### src/rtl/flag_branch_unit_pkg.sv
// Shared encodings for the flag/branch unit: condition codes, flag-write controls, run state.
package flag_branch_unit_pkg;

  localparam int OFF_W = 9;

  localparam logic [2:0] CC_NEQ    = 3'b000;
  localparam logic [2:0] CC_EQ     = 3'b001;
  localparam logic [2:0] CC_GT     = 3'b010;
  localparam logic [2:0] CC_LT     = 3'b011;
  localparam logic [2:0] CC_GTE    = 3'b100;
  localparam logic [2:0] CC_LTE    = 3'b101;
  localparam logic [2:0] CC_OVFL   = 3'b110;
  localparam logic [2:0] CC_UNCOND = 3'b111;

  localparam logic [1:0] FLAG_NONE = 2'b00;
  localparam logic [1:0] FLAG_Z    = 2'b01;
  localparam logic [1:0] FLAG_ZNV  = 2'b10;

  typedef enum logic {
    ST_RUN  = 1'b0,
    ST_HALT = 1'b1
  } state_e;

  typedef struct packed {
    logic z;
    logic n;
    logic v;
  } flags_t;

endpackage

### src/rtl/flag_branch_unit_if.sv
// Control/flag inputs and PC/flag outputs of the flag/branch unit; master drives, slave is the unit.
interface flag_branch_unit_if #(
  parameter int PC_W = 16
);
  logic            alu_zr;
  logic            alu_n;
  logic            alu_ov;
  logic [1:0]      flag_upd;
  logic            br_valid;
  logic [2:0]      br_ccc;
  logic [8:0]      br_offset;
  logic            jmp_valid;
  logic [PC_W-1:0] jmp_target;
  logic            hlt;
  logic            stall;
  logic [PC_W-1:0] pc;
  logic [PC_W-1:0] pc_plus1;
  logic            flag_z;
  logic            flag_n;
  logic            flag_v;
  logic            br_taken;
  logic            halted;

  modport master (
    output alu_zr, alu_n, alu_ov, flag_upd, br_valid, br_ccc, br_offset,
           jmp_valid, jmp_target, hlt, stall,
    input  pc, pc_plus1, flag_z, flag_n, flag_v, br_taken, halted
  );

  modport slave (
    input  alu_zr, alu_n, alu_ov, flag_upd, br_valid, br_ccc, br_offset,
           jmp_valid, jmp_target, hlt, stall,
    output pc, pc_plus1, flag_z, flag_n, flag_v, br_taken, halted
  );
endinterface

### src/rtl/flag_branch_unit_cond_eval.sv
// Combinational branch condition evaluation against architectural Z/N/V; zero latency.
module cond_eval
  import flag_branch_unit_pkg::*;
(
  input  logic [2:0] ccc,
  input  logic       z,
  input  logic       n,
  input  logic       v,
  output logic       cond_true
);

  always_comb begin
    cond_true = 1'b0;
    case (ccc)
      CC_NEQ:    cond_true = ~z;
      CC_EQ:     cond_true = z;
      CC_GT:     cond_true = ~z & ~n;
      CC_LT:     cond_true = n;
      CC_GTE:    cond_true = z | ~n;
      CC_LTE:    cond_true = z | n;
      CC_OVFL:   cond_true = v;
      CC_UNCOND: cond_true = 1'b1;
      default:   cond_true = 1'b0;
    endcase
  end

endmodule

### src/rtl/flag_branch_unit.sv
// PC, Z/N/V flag and RUN/HALTED owner; pc/flags/halted update one edge after the decision,
// br_taken and pc_plus1 are combinational. stall freezes all state; HALTED is left only by reset.
module flag_branch_unit
  import flag_branch_unit_pkg::*;
#(
  parameter int              PC_W     = 16,
  parameter logic [PC_W-1:0] RESET_PC = '0
) (
  input  logic               clk,
  input  logic               rst_n,
  flag_branch_unit_if.slave  bus
);

  logic [PC_W-1:0] pc_q, pc_d;
  logic [PC_W-1:0] pc_plus1;
  logic [PC_W-1:0] br_off_sext;
  flags_t          flags_q, flags_d;
  state_e          state_q, state_d;
  logic            run;
  logic            cond_true;
  logic            br_taken;

  cond_eval u_cond_eval (
    .ccc       (bus.br_ccc),
    .z         (flags_q.z),
    .n         (flags_q.n),
    .v         (flags_q.v),
    .cond_true (cond_true)
  );

  assign run         = (state_q == ST_RUN);
  assign pc_plus1    = pc_q + PC_W'(1);
  assign br_off_sext = {{(PC_W-OFF_W){bus.br_offset[OFF_W-1]}}, bus.br_offset};
  assign br_taken    = bus.br_valid & cond_true & run & rst_n;

  always_comb begin
    pc_d    = pc_q;
    flags_d = flags_q;
    state_d = state_q;
    if (run && !bus.stall) begin
      case (bus.flag_upd)
        FLAG_Z:   flags_d.z = bus.alu_zr;
        FLAG_ZNV: flags_d   = '{z: bus.alu_zr, n: bus.alu_n, v: bus.alu_ov};
        default:  flags_d   = flags_q;
      endcase
      // hlt outranks jump and branch; the PC stays on the HLT instruction.
      if (bus.hlt)            state_d = ST_HALT;
      else if (bus.jmp_valid) pc_d    = bus.jmp_target;
      else if (br_taken)      pc_d    = pc_plus1 + br_off_sext;
      else                    pc_d    = pc_plus1;
    end
  end

  always_ff @(posedge clk or negedge rst_n) begin
    if (!rst_n) begin
      pc_q    <= RESET_PC;
      flags_q <= '0;
      state_q <= ST_RUN;
    end else begin
      pc_q    <= pc_d;
      flags_q <= flags_d;
      state_q <= state_d;
    end
  end

  assign bus.pc       = pc_q;
  assign bus.pc_plus1 = pc_plus1;
  assign bus.flag_z   = flags_q.z;
  assign bus.flag_n   = flags_q.n;
  assign bus.flag_v   = flags_q.v;
  assign bus.br_taken = br_taken;
  assign bus.halted   = (state_q == ST_HALT);

endmodule

### src/flat_wrapper.sv
// flat-port wrapper written by rule: the top's interface ports become plain ports
module flag_branch_unit_flat import flag_branch_unit_pkg::*;
#(
  parameter int              PC_W     = 16,
  parameter logic [PC_W-1:0] RESET_PC = '0
)
  (clk, rst_n, bus_alu_zr, bus_alu_n, bus_alu_ov, bus_flag_upd, bus_br_valid, bus_br_ccc, bus_br_offset, bus_jmp_valid, bus_jmp_target, bus_hlt, bus_stall, bus_pc, bus_pc_plus1, bus_flag_z, bus_flag_n, bus_flag_v, bus_br_taken, bus_halted);
  flag_branch_unit_if #(.PC_W(PC_W)) bus_i ();
  input  logic clk;
  input  logic rst_n;
  input wire logic [$bits(bus_i.alu_zr)-1:0] bus_alu_zr;
  input wire logic [$bits(bus_i.alu_n)-1:0] bus_alu_n;
  input wire logic [$bits(bus_i.alu_ov)-1:0] bus_alu_ov;
  input wire logic [$bits(bus_i.flag_upd)-1:0] bus_flag_upd;
  input wire logic [$bits(bus_i.br_valid)-1:0] bus_br_valid;
  input wire logic [$bits(bus_i.br_ccc)-1:0] bus_br_ccc;
  input wire logic [$bits(bus_i.br_offset)-1:0] bus_br_offset;
  input wire logic [$bits(bus_i.jmp_valid)-1:0] bus_jmp_valid;
  input wire logic [$bits(bus_i.jmp_target)-1:0] bus_jmp_target;
  input wire logic [$bits(bus_i.hlt)-1:0] bus_hlt;
  input wire logic [$bits(bus_i.stall)-1:0] bus_stall;
  output wire logic [$bits(bus_i.pc)-1:0] bus_pc;
  output wire logic [$bits(bus_i.pc_plus1)-1:0] bus_pc_plus1;
  output wire logic [$bits(bus_i.flag_z)-1:0] bus_flag_z;
  output wire logic [$bits(bus_i.flag_n)-1:0] bus_flag_n;
  output wire logic [$bits(bus_i.flag_v)-1:0] bus_flag_v;
  output wire logic [$bits(bus_i.br_taken)-1:0] bus_br_taken;
  output wire logic [$bits(bus_i.halted)-1:0] bus_halted;
  assign bus_i.alu_zr = bus_alu_zr;
  assign bus_i.alu_n = bus_alu_n;
  assign bus_i.alu_ov = bus_alu_ov;
  assign bus_i.flag_upd = bus_flag_upd;
  assign bus_i.br_valid = bus_br_valid;
  assign bus_i.br_ccc = bus_br_ccc;
  assign bus_i.br_offset = bus_br_offset;
  assign bus_i.jmp_valid = bus_jmp_valid;
  assign bus_i.jmp_target = bus_jmp_target;
  assign bus_i.hlt = bus_hlt;
  assign bus_i.stall = bus_stall;
  assign bus_pc = bus_i.pc;
  assign bus_pc_plus1 = bus_i.pc_plus1;
  assign bus_flag_z = bus_i.flag_z;
  assign bus_flag_n = bus_i.flag_n;
  assign bus_flag_v = bus_i.flag_v;
  assign bus_br_taken = bus_i.br_taken;
  assign bus_halted = bus_i.halted;
  flag_branch_unit #(.PC_W(PC_W), .RESET_PC(RESET_PC)) u_core (.clk(clk), .rst_n(rst_n), .bus(bus_i));
endmodule
### config.mk
export PLATFORM = sky130hd
export DESIGN_NAME = flag_branch_unit_flat
export DESIGN_NICKNAME = d
export VERILOG_FILES = /design/src/rtl/flag_branch_unit_pkg.sv /design/src/rtl/flag_branch_unit_if.sv /design/src/rtl/flag_branch_unit_cond_eval.sv /design/src/rtl/flag_branch_unit.sv /design/src/flat_wrapper.sv
export SDC_FILE = /design/constraint.sdc
export NUM_CORES = 1
export LEC_CHECK = 0
export ABC_AREA = 1
export CAP_MARGIN = 5
export CORE_MARGIN = 1
export CORE_UTILIZATION = 50
export CTS_CLUSTER_SIZE = 28
export DETAILED_ROUTE_END_ITERATION = 10
export DONT_BUFFER_PORTS = 1
export SLEW_MARGIN = 20
export SYNTH_ARGS = -nofsm -noshare
export SYNTH_HDL_FRONTEND = slang
export SYNTH_SLANG_ARGS = --single-unit
### constraint.sdc
create_clock -name clk -period 5.7 [get_ports clk]
set_clock_uncertainty 0.05 [all_clocks]
set_input_delay 1.14 -clock clk [delete_from_list [all_inputs] [get_ports clk]]
set_output_delay 1.14 -clock clk [all_outputs]
set_load 0.01 [all_outputs]
==> results of run 1 <==
==> area by class of cell <==
type | instances | area [um2]
Clock buffer | 3 | 41.3
Fill cell | 496 | 2220
Inverter | 49 | 186
Multi-Input combinational cell | 324 | 1760
Sequential cell | 20 | 500
Tap cell | 67 | 83.8
==> Yosys cell counts, types with 2 or more instances <==
| library cell | count |
|---|---|
| sky130_fd_sc_hd__nand2_1 | 126 |
| sky130_fd_sc_hd__nor2_1 | 48 |
| sky130_fd_sc_hd__inv_1 | 47 |
| sky130_fd_sc_hd__nand3_1 | 41 |
| sky130_fd_sc_hd__a21oi_1 | 25 |
| sky130_fd_sc_hd__ha_1 | 21 |
| sky130_fd_sc_hd__dfrtp_1 | 20 |
| sky130_fd_sc_hd__xor2_1 | 11 |
| sky130_fd_sc_hd__o21ai_0 | 9 |
| sky130_fd_sc_hd__xnor2_1 | 5 |
| sky130_fd_sc_hd__a21o_1 | 4 |
| sky130_fd_sc_hd__nand4_1 | 4 |
| sky130_fd_sc_hd__nand2_2 | 3 |
| sky130_fd_sc_hd__nor2_4 | 3 |
| sky130_fd_sc_hd__nor3_1 | 3 |
| sky130_fd_sc_hd__a21oi_2 | 2 |
| sky130_fd_sc_hd__a22oi_1 | 2 |
| sky130_fd_sc_hd__buf_6 | 2 |
| sky130_fd_sc_hd__clkbuf_8 | 2 |
| sky130_fd_sc_hd__mux2_2 | 2 |
| sky130_fd_sc_hd__nand3b_1 | 2 |
| sky130_fd_sc_hd__o21ai_2 | 2 |
==> power by group through the flow <==
stage,sequential (uW),clock [uW],combinational [uW]
final,158,94.1,133
after global routing,160,103,153
after CTS,158,95.4,133
after detailed placement,161,0,132
after global placement,161,0,132
after floorplan,159,0,109
==> flip-flops by register name, indices dropped and copies added (netlist names) <==
name and count:
u_core.bus.flag_v 1, u_core.bus.pc 16, u_core.bus.flag_z 1, u_core.bus.flag_n 1, u_core.bus.halted 1
==> critical path, stage by stage (launching register included) <==
cell and delay, ns:
sky130_fd_sc_hd__dfrtp_1 0.45, sky130_fd_sc_hd__ha_1 0.22, sky130_fd_sc_hd__nand2_1 0.11, sky130_fd_sc_hd__nor2_4 0.17
sky130_fd_sc_hd__nand2_1 0.10, sky130_fd_sc_hd__nor2_2 0.16, sky130_fd_sc_hd__xor2_1 0.18, sky130_fd_sc_hd__inv_1 0.14
sky130_fd_sc_hd__ha_1 0.36, sky130_fd_sc_hd__nand2_1 0.15, sky130_fd_sc_hd__inv_1 0.05, sky130_fd_sc_hd__a21oi_1 0.13
sky130_fd_sc_hd__nand2_1 0.15, sky130_fd_sc_hd__nand2_1 0.09, sky130_fd_sc_hd__nand2_1 0.07, sky130_fd_sc_hd__or2_2 0.27
sky130_fd_sc_hd__nand3_1 0.11, sky130_fd_sc_hd__nand2_1 0.06, sky130_fd_sc_hd__nand2_1 0.06, sky130_fd_sc_hd__nand2_1 0.05
==> worst paths after layout <==
path / to / slack (ns) / cells after the start
max reg2reg: u_core.bus.pc[11] / 2.45 / 19
max: u_core.bus.pc[11] / 2.45 / 19
min reg2reg: u_core.bus.pc[13] / 0.54 / 2
min: u_core.bus.flag_v / 0.52 / 0
max in group asynchronous: u_core.bus.pc[13] / 5.01 / 0
min in group clk: u_core.bus.pc[13] / 0.54 / 2
==> logic make-up after synthesis <==
| group | after synthesis | synth area share (%) |
|---|---|---|
| compound gates | 50 | 12.4 |
| xor+xnor | 16 | 5.58 |
| fa+ha+maj | 22 | 11.3 |
| buf+inv | 56 | 10.1 |
| mux | 2 | 0.897 |
| flops | 20 | 19.9 |
| simple gates | 234 | 39.8 |
==> per-layer routing <==
layer  wire, um  global-route usage (%)  vias to the layer above
met3        404                    3.45                        7
met5          0                       0                        -
met4         74                    5.66                        0
met1       3210                    37.8                     1093
li1           -                       -                     1277
met2       2940                    42.9                       66
==> stage by stage <==
stage | area [um2] | worst slack (ns) | util (%) | hold slack (ns) | cells
finish | 2570 | 2.45 | 53.6 | 0.516 | 463
global route | 2570 | 2.22 | 53.6 | 0.507 | 463
floorplan | 2510 | 2.64 | - | 0.492 | 400
CTS | 2570 | 2.44 | 53.6 | 0.515 | 463
detailed placement | 2530 | 2.47 | 52.8 | 0.533 | 460
global placement | 2530 | 2.47 | 52.8 | 0.532 | 460
==> results.json, run 1 <==
{
  "tritoncts": "done",
  "postCtsSetupRepairBufs": 0,
  "vias": 2443,
  "period_minus_slack_ns": 3.25,
  "std_cell_rows": 25,
  "vdd_drop_max_mv": 0.0901,
  "post_drt_wl_per_cell_um": 14.3,
  "route.final.wire_length_mm": 6.63,
  "ports": 76,
  "final_layout_size_suffix_gt1_share_pct": 5.81,
  "initial_utilization_pct": 52.4,
  "synth.largest_area_cell": "sky130_fd_sc_hd__dfrtp_1",
  "cp_max_fanout": 6,
  "maxCapViolations": 0,
  "clock-root-buffer": "sky130_fd_sc_hd__clkbuf_8",
  "synthCells": 400,
  "postSynthRegisterBits": 20,
  "holdCritPathClass": "input pin to asynchronous set/reset pin",
  "rsz0062_at_grt": "false",
  "totalNegativeSetupSlack_ns": 0,
  "grt_remaining_overflow": 0,
  "outcome": "finished clean",
  "mostFrequentLayoutCells": "sky130_fd_sc_hd__nand2_1, sky130_fd_sc_hd__nor2_1, sky130_fd_sc_hd__inv_1",
  "ys.flop_type": "sky130_fd_sc_hd__dfrtp_1",
  "leading_post_synthesis_cells_by_cell_area": "sky130_fd_sc_hd__dfrtp_1, sky130_fd_sc_hd__nand2_1, sky130_fd_sc_hd__ha_1",
  "report.power.total_uw": 385,
  "h_tree_levels": 1,
  "areaGrowthSynthToFinish_pct": 2.29,
  "timing.final.max_slew_violations": 0,
  "dieHeight_um": 72.9,
  "antenna_cells_inserted": 0,
  "design.final.nets": 459,
  "vias_per_cell": 5.28,
  "final_hold_viol_count": 0,
  "period_share_pct": 57.0,
  "power_frac_comb_pct": 34.5,
  "cp-start-kind": "flop",
  "switching_share_pct": 37.0,
  "maxClockFrequency_mhz": 308,
  "clockBufferDepth": 2,
  "cts.reportedPaths.clkPinSlew_ns": 0.07,
  "cts-hold-fix-buffers": 0,
  "total_leakage_power_uw": 0.00139,
  "die-width_um": 72.9,
  "worstSetupStartpoint": "u_core.bus.pc[1]",
  "layout_commonest_cell": "sky130_fd_sc_hd__nand2_1",
  "postRouteAntennaNets": 0,
  "syn-num-nets": 461,
  "port_buffers": 0,
  "synth_sequential_area_ratio_pct": 19.9,
  "grt_antenna_before_repair": 0,
  "clock_latency_ns": 0.26,
  "cts.sink_count": 20,
  "cts_repair_resize_count": 0,
  "finalWeightedCongestion": 0.890,
  "switching_power_uw": 143,
  "power.density_cell_area_nw_per_um2": 150,
  "critPathKind": "flop to flop",
  "clockPowerShare_pct": 24.4,
  "edff_count_synth": 0,
  "worst_pin_slew_ns": 0.845,
  "synth.yosys.warnings": 0,
  "postSynth.asyncResetShare_pct": 100,
  "area_of_the_mapped_netlist_um2": 2510,
  "end_kind": "flop",
  "fp.coreArea_um2": 4790,
  "detail_route.drc_violations": 0,
  "cts_made_buffers": 3,
  "drt_iter0_markers": 133,
  "number_of_global_route_vias_before_repair": 2321,
  "timing.max_slew.rel_slack_pct": 43.6,
  "number_of_library_cell_types_mapped_by_synthesis": 38,
  "postSynthAreaPerCell_um2": 6.27,
  "required_ns": 5.80,
  "crit_arrival_ns": 3.35,
  "grt_pass1_wl_mm": 10.9,
  "groute.usage.overall_pct": 26.6,
  "detail_route.first_pass.iterations": 4,
  "setup_viol": 0,
  "seq_power_share_pct": 41.0,
  "grt_max_degree": 27,
  "synth_top_cell_area_share_pct": 19.9,
  "hpwlAfterDp_mm": 5.48,
  "critical_path.reg2reg.startpoint": "u_core.bus.pc[1]",
  "die-area_um2": 5310,
  "intPower_uw": 243
}
Power figures use the tool's default switching activity.
==> run 2: changes to the inputs <==
PLACE_DENSITY = 0.68   (was unset)
clock period = 2.87 ns   (was 5.7 ns; I/O delays follow)
==> results.json, run 2 (synthesized netlist as in run 1, its figures left out) <==
{
  "layout_commonest_cell": "sky130_fd_sc_hd__nand2_1",
  "cts.sink_count": 20,
  "detail_route.drc_violations": 0,
  "vdd_drop_max_mv": 0.144,
  "antenna_cells_inserted": 0,
  "final_layout_size_suffix_gt1_share_pct": 15.8,
  "cts_made_buffers": 3,
  "cts.reportedPaths.clkPinSlew_ns": 0.07,
  "ports": 76,
  "drt_iter0_markers": 171,
  "route.final.wire_length_mm": 7.03,
  "initial_utilization_pct": 52.4,
  "clock-root-buffer": "sky130_fd_sc_hd__clkbuf_8",
  "tritoncts": "done",
  "grt_max_degree": 22,
  "h_tree_levels": 1,
  "period_minus_slack_ns": 2.76,
  "r2r-end": "u_core.bus.pc[15]",
  "critPathKind": "flop to flop",
  "clockBufferDepth": 2,
  "dieHeight_um": 72.9,
  "crit_end": "u_core.bus.pc[15]",
  "end_kind": "flop",
  "hpwlAfterDp_mm": 5.55,
  "fp.coreArea_um2": 4790,
  "critical_path.reg2reg.startpoint": "u_core.bus.pc[0]",
  "port_buffers": 0,
  "mostFrequentLayoutCells": "sky130_fd_sc_hd__nand2_1, sky130_fd_sc_hd__nor2_1, sky130_fd_sc_hd__inv_1",
  "die-area_um2": 5310,
  "holdCritPathClass": "input pin to flop",
  "finalWeightedCongestion": 1.00,
  "required_ns": 2.98,
  "cp-start-kind": "flop",
  "maxCapViolations": 0,
  "holdWs_ns": 0.362,
  "worst_pin_slew_ns": 0.928,
  "die-width_um": 72.9,
  "rr_worst_depth": 18,
  "worstSetupStartpoint": "u_core.bus.pc[0]",
  "outcome": "finished clean",
  "cp_max_fanout": 4,
  "design.final.nets": 480,
  "period_share_pct": 96.2,
  "number_of_global_route_vias_before_repair": 2427,
  "detailed_place.area_um2": 2650,
  "vias_per_cell": 5.39,
  "grt_pass1_wl_mm": 11.1,
  "power.density_cell_area_nw_per_um2": 281,
  "post-route-util_pct": 60.4,
  "number_of_flip_flops_in_the_largest_register": 16,
  "r2r_slack_ns": 0.11,
  "grt_remaining_overflow": 0,
  "grt_antenna_before_repair": 0,
  "maxClockFrequency_mhz": 362,
  "setup_viol": 0,
  "groute.usage.overall_pct": 27.2,
  "total_leakage_power_uw": 0.00151,
  "vias": 2609,
  "final_hold_viol_count": 0,
  "timing.final.max_slew_violations": 0,
  "final_design_area_no_fill_um2": 2890,
  "clock_latency_ns": 0.26,
  "post_drt_wl_per_cell_um": 14.5,
  "postRouteAntennaNets": 0,
  "rsz0062_at_grt": "true",
  "report.power.total_uw": 813,
  "crit_arrival_ns": 2.87,
  "timing.max_slew.rel_slack_pct": 37.9,
  "std_cell_rows": 25,
  "detail_route.first_pass.iterations": 5,
  "areaGrowthSynthToFinish_pct": 15.1
}
[run 2: cell types whose count changed in the layout (fill, tap and decap cells not counted), sizes merged]
cell         previous run  this run
buf                     0        20
dlygate4sd3             0         1
[run 2: how the worst min path moves through the flow]
stage | start | to | slack (ns) | depth (start not counted)
6_report | bus_stall | u_core.bus.halted | 0.36 | 1
5_1_grt | bus_stall | u_core.bus.halted | 0.36 | 1
2_1_floorplan | rst_n | u_core.bus.flag_n | 0.23 | 0
4_1_cts | bus_stall | u_core.bus.halted | 0.36 | 1
3_3_place_gp | rst_n | u_core.bus.flag_n | 0.23 | 0
3_5_place_dp | rst_n | u_core.bus.flag_n | 0.23 | 0
[run 2: area by class of cell]
class                      count  area [um2]
clock buffer                   3        41.3
fill                         473        1900
inverter                      49         186
multi-input combinational    324        1910
sequential                    20         502
tap                           67        83.8
timing repair buffer          21         164
[run 2: per-stage QoR]
stage	setup TNS (ns)	worst slack, ns	instances
after global routing	-0.164	-0.0411	484
after detailed placement	0	0.0731	477
after CTS	0	0.0461	481
after floorplan	0	0.153	400
final	0	0.109	484
after global placement	0	0.0692	477
[run 2: critical path, cell delays in order (launching register included)]
cell and delay (ns):
sky130_fd_sc_hd__dfrtp_1 0.37, sky130_fd_sc_hd__buf_4 0.13, sky130_fd_sc_hd__inv_1 0.07, sky130_fd_sc_hd__nor2_4 0.16
sky130_fd_sc_hd__nand2_2 0.14, sky130_fd_sc_hd__nor2_4 0.18, sky130_fd_sc_hd__nand2_1 0.11, sky130_fd_sc_hd__xor2_2 0.32
sky130_fd_sc_hd__ha_4 0.26, sky130_fd_sc_hd__nand2_2 0.09, sky130_fd_sc_hd__inv_1 0.05, sky130_fd_sc_hd__a21oi_1 0.14
sky130_fd_sc_hd__nand2_1 0.11, sky130_fd_sc_hd__a21oi_2 0.11, sky130_fd_sc_hd__nand3_1 0.09, sky130_fd_sc_hd__nand3_1 0.09
sky130_fd_sc_hd__nand2_1 0.06, sky130_fd_sc_hd__nand2_1 0.07, sky130_fd_sc_hd__nand2_1 0.05
[run 2: timing repair]
action / 4_1_cts / 5_1_grt
endpoints found under the setup margin: 0 / 9
setup buffers: 0 / 3
resized for setup: 0 / 28
endpoints found under the hold margin: 20 / 0
hold buffers: 1 / 0
[run 2: routing by layer]
layer,part of all wire (%),GRT usage (%),up-vias,wire length [um]
met4,1.4,7.41,0,97
met3,8.0,2.62,9,559
met1,45,36.8,1186,3150
li1,-,-,1314,-
met5,0,0,-,0
met2,46,46.0,100,3210
[run 2: power by group]
group          internal (uW)  switching (uW)  leakage (uW)  total [uW]
registers                293            19.9      0.000239         313
clock network           93.7            92.1     0.0000216         186
logic                    127             187       0.00125         314
total                    514             299       0.00151         813
==> run 3: changes to the inputs <==
CELL_PAD_IN_SITES_DETAIL_PLACEMENT = 0   (was unset)
CELL_PAD_IN_SITES_GLOBAL_PLACEMENT = 1   (was unset)
CORE_UTILIZATION = 40   (was 50)
GPL_ROUTABILITY_DRIVEN = 1   (was unset)
PLACE_DENSITY = unset   (was 0.68)
PLACE_DENSITY_LB_ADDON = 0.1   (was unset)
==> results.json, run 3 (synthesized netlist as in run 1, its figures left out) <==
{
  "period_minus_slack_ns": 2.66,
  "clock-root-buffer": "sky130_fd_sc_hd__clkbuf_8",
  "finalWeightedCongestion": 0.930,
  "cts.sink_count": 20,
  "total_leakage_power_uw": 0.00154,
  "design.final.nets": 484,
  "route.final.wire_length_mm": 7.38,
  "post_drt_wl_per_cell_um": 14.9,
  "outcome": "finished clean",
  "groute.usage.overall_pct": 22.5,
  "grt_max_degree": 21,
  "fp.coreArea_um2": 5990,
  "power.density_cell_area_nw_per_um2": 293,
  "number_of_flip_flops_in_the_largest_register": 16,
  "dieHeight_um": 81.2,
  "drt_iter0_markers": 170,
  "critical-path-max-stage-delay_ns": 0.36,
  "initial_utilization_pct": 41.9,
  "crit_arrival_ns": 2.78,
  "hpwlAfterDp_mm": 6.00,
  "switching_power_uw": 312,
  "postRouteAntennaNets": 0,
  "holdWs_ns": 0.365,
  "grt_antenna_before_repair": 0,
  "grt_pass1_wl_mm": 11.3,
  "detail_route.drc_violations": 0,
  "period_share_pct": 92.8,
  "tritoncts": "done",
  "switching_share_pct": 36.3,
  "cts_made_buffers": 3,
  "critPathBufInv": 3,
  "timing.final.max_slew_violations": 0,
  "areaGrowthSynthToFinish_pct": 16.9,
  "maxClockFrequency_mhz": 375,
  "intPower_uw": 548,
  "clockBufferDepth": 2,
  "vias_per_cell": 5.04,
  "vdd_drop_max_mv": 0.224,
  "critPathKind": "flop to flop",
  "std_cell_rows": 28,
  "worst_path_most_repeated_cell": "sky130_fd_sc_hd__nand2_1",
  "layoutNonFillerInstCount": 497,
  "cts.reportedPaths.clkPinSlew_ns": 0.08,
  "die-area_um2": 6600,
  "seq_power_share_pct": 36.1,
  "maxCapViolations": 0,
  "vias": 2504,
  "clockPowerShare_pct": 26.2,
  "antenna_cells_inserted": 0,
  "required_ns": 2.98,
  "power_frac_comb_pct": 37.7,
  "holdCritPathClass": "input pin to flop",
  "r2r_slack_ns": 0.21,
  "cpLargestDelayFamily": "simple AND/OR/NAND/NOR gates",
  "final_hold_viol_count": 0,
  "detailed_place.area_um2": 2710,
  "dp_cells": 491,
  "die-width_um": 81.2,
  "cpMaxStageDelayCell": "sky130_fd_sc_hd__dfrtp_1",
  "critical_path.cell_chain": "buf_4 > nand2_1 > nor2_4 > nand2_4 > nor2_4 > nand2_1 > xor2_1 > buf_4 > ha_1 > nand2_1 > nor2_1 > inv_1 > nor2_1 > nor2_1 > nand2_1 > nand2_1 > nand3_1 > nand2_1 > nand2_1 > nand2_1",
  "grt_remaining_overflow": 0,
  "final_layout_size_suffix_gt1_share_pct": 17.1,
  "cp-start-kind": "flop",
  "end_kind": "flop",
  "port_buffers": 0,
  "h_tree_levels": 1,
  "mostFrequentLayoutCells": "sky130_fd_sc_hd__nand2_1, sky130_fd_sc_hd__nor2_1, sky130_fd_sc_hd__inv_1",
  "ports": 76,
  "worst_pin_slew_ns": 0.972,
  "setup_viol": 0,
  "totalNegativeSetupSlack_ns": 0,
  "final_design_area_no_fill_um2": 2930,
  "layout_commonest_cell": "sky130_fd_sc_hd__nand2_1",
  "number_of_global_route_vias_before_repair": 2298,
  "detail_route.first_pass.iterations": 5,
  "clock_latency_ns": 0.26,
  "cp_max_fanout": 4,
  "timing.max_slew.rel_slack_pct": 35.0
}
==> run 3: cell count changes in the layout (fill, tap and decap cells not counted), sizes merged <==
cell and delta:
buf +4, clkbuf +1
==> run 3: what timing repair did <==
action / 4_1_cts / 5_1_grt
gates resized for setup: 0 / 29
endpoints found under the setup margin: 0 / 9
hold buffers: 1 / 0
endpoints found under the hold margin: 20 / 0
setup buffers: 0 / 1
==> run 3: power by group through the flow <==
stage,sequential (uW),clock [uW],combinational (uW)
global route,313,240,369
global placement,315,0,289
floorplan,315,0,216
detailed placement,315,0,289
CTS,310,225,298
finish,310,225,324
==> run 3: worst paths after layout <==
check / from / endpoint / cells past startpoint
setup / recovery: u_core.bus.pc[1] / u_core.bus.pc[14] / 20
hold reg to reg: u_core.bus.halted / u_core.bus.halted / 2
setup reg to reg: u_core.bus.pc[1] / u_core.bus.pc[14] / 20
max in group asynchronous: rst_n / u_core.bus.pc[6] / 1
hold / removal: bus_stall / u_core.bus.halted / 1
min in group asynchronous: rst_n / u_core.bus.flag_n / 1
==> run 3: area by class of cell <==
cell class / instances / area (um2)
Clock buffer: 4 / 55.1
Multi-Input combinational cell: 324 / 1910
Timing Repair Buffer: 25 / 190
Fill cell: 636 / 3060
Tap cell: 75 / 93.8
Sequential cell: 20 / 502
Inverter: 49 / 186
==> run 3: metal layers <==
metal	share of wire, %	wire length, um	GRT usage, %
met5	0	0	0
met4	0.92	68	4.64
met3	6.9	508	4.27
met2	44	3250	35.1
met1	48	3560	31.8
==> run 3: metrics by stage <==
stage	worst slack (ns)	total power, uW	util, %
final	0.205	860	49.0
after global routing	-0.0589	921	49.0
after CTS	0.0145	832	46.3
after detailed placement	0.0547	605	45.2
after global placement	0.0194	604	45.2
after floorplan	0.153	531	-
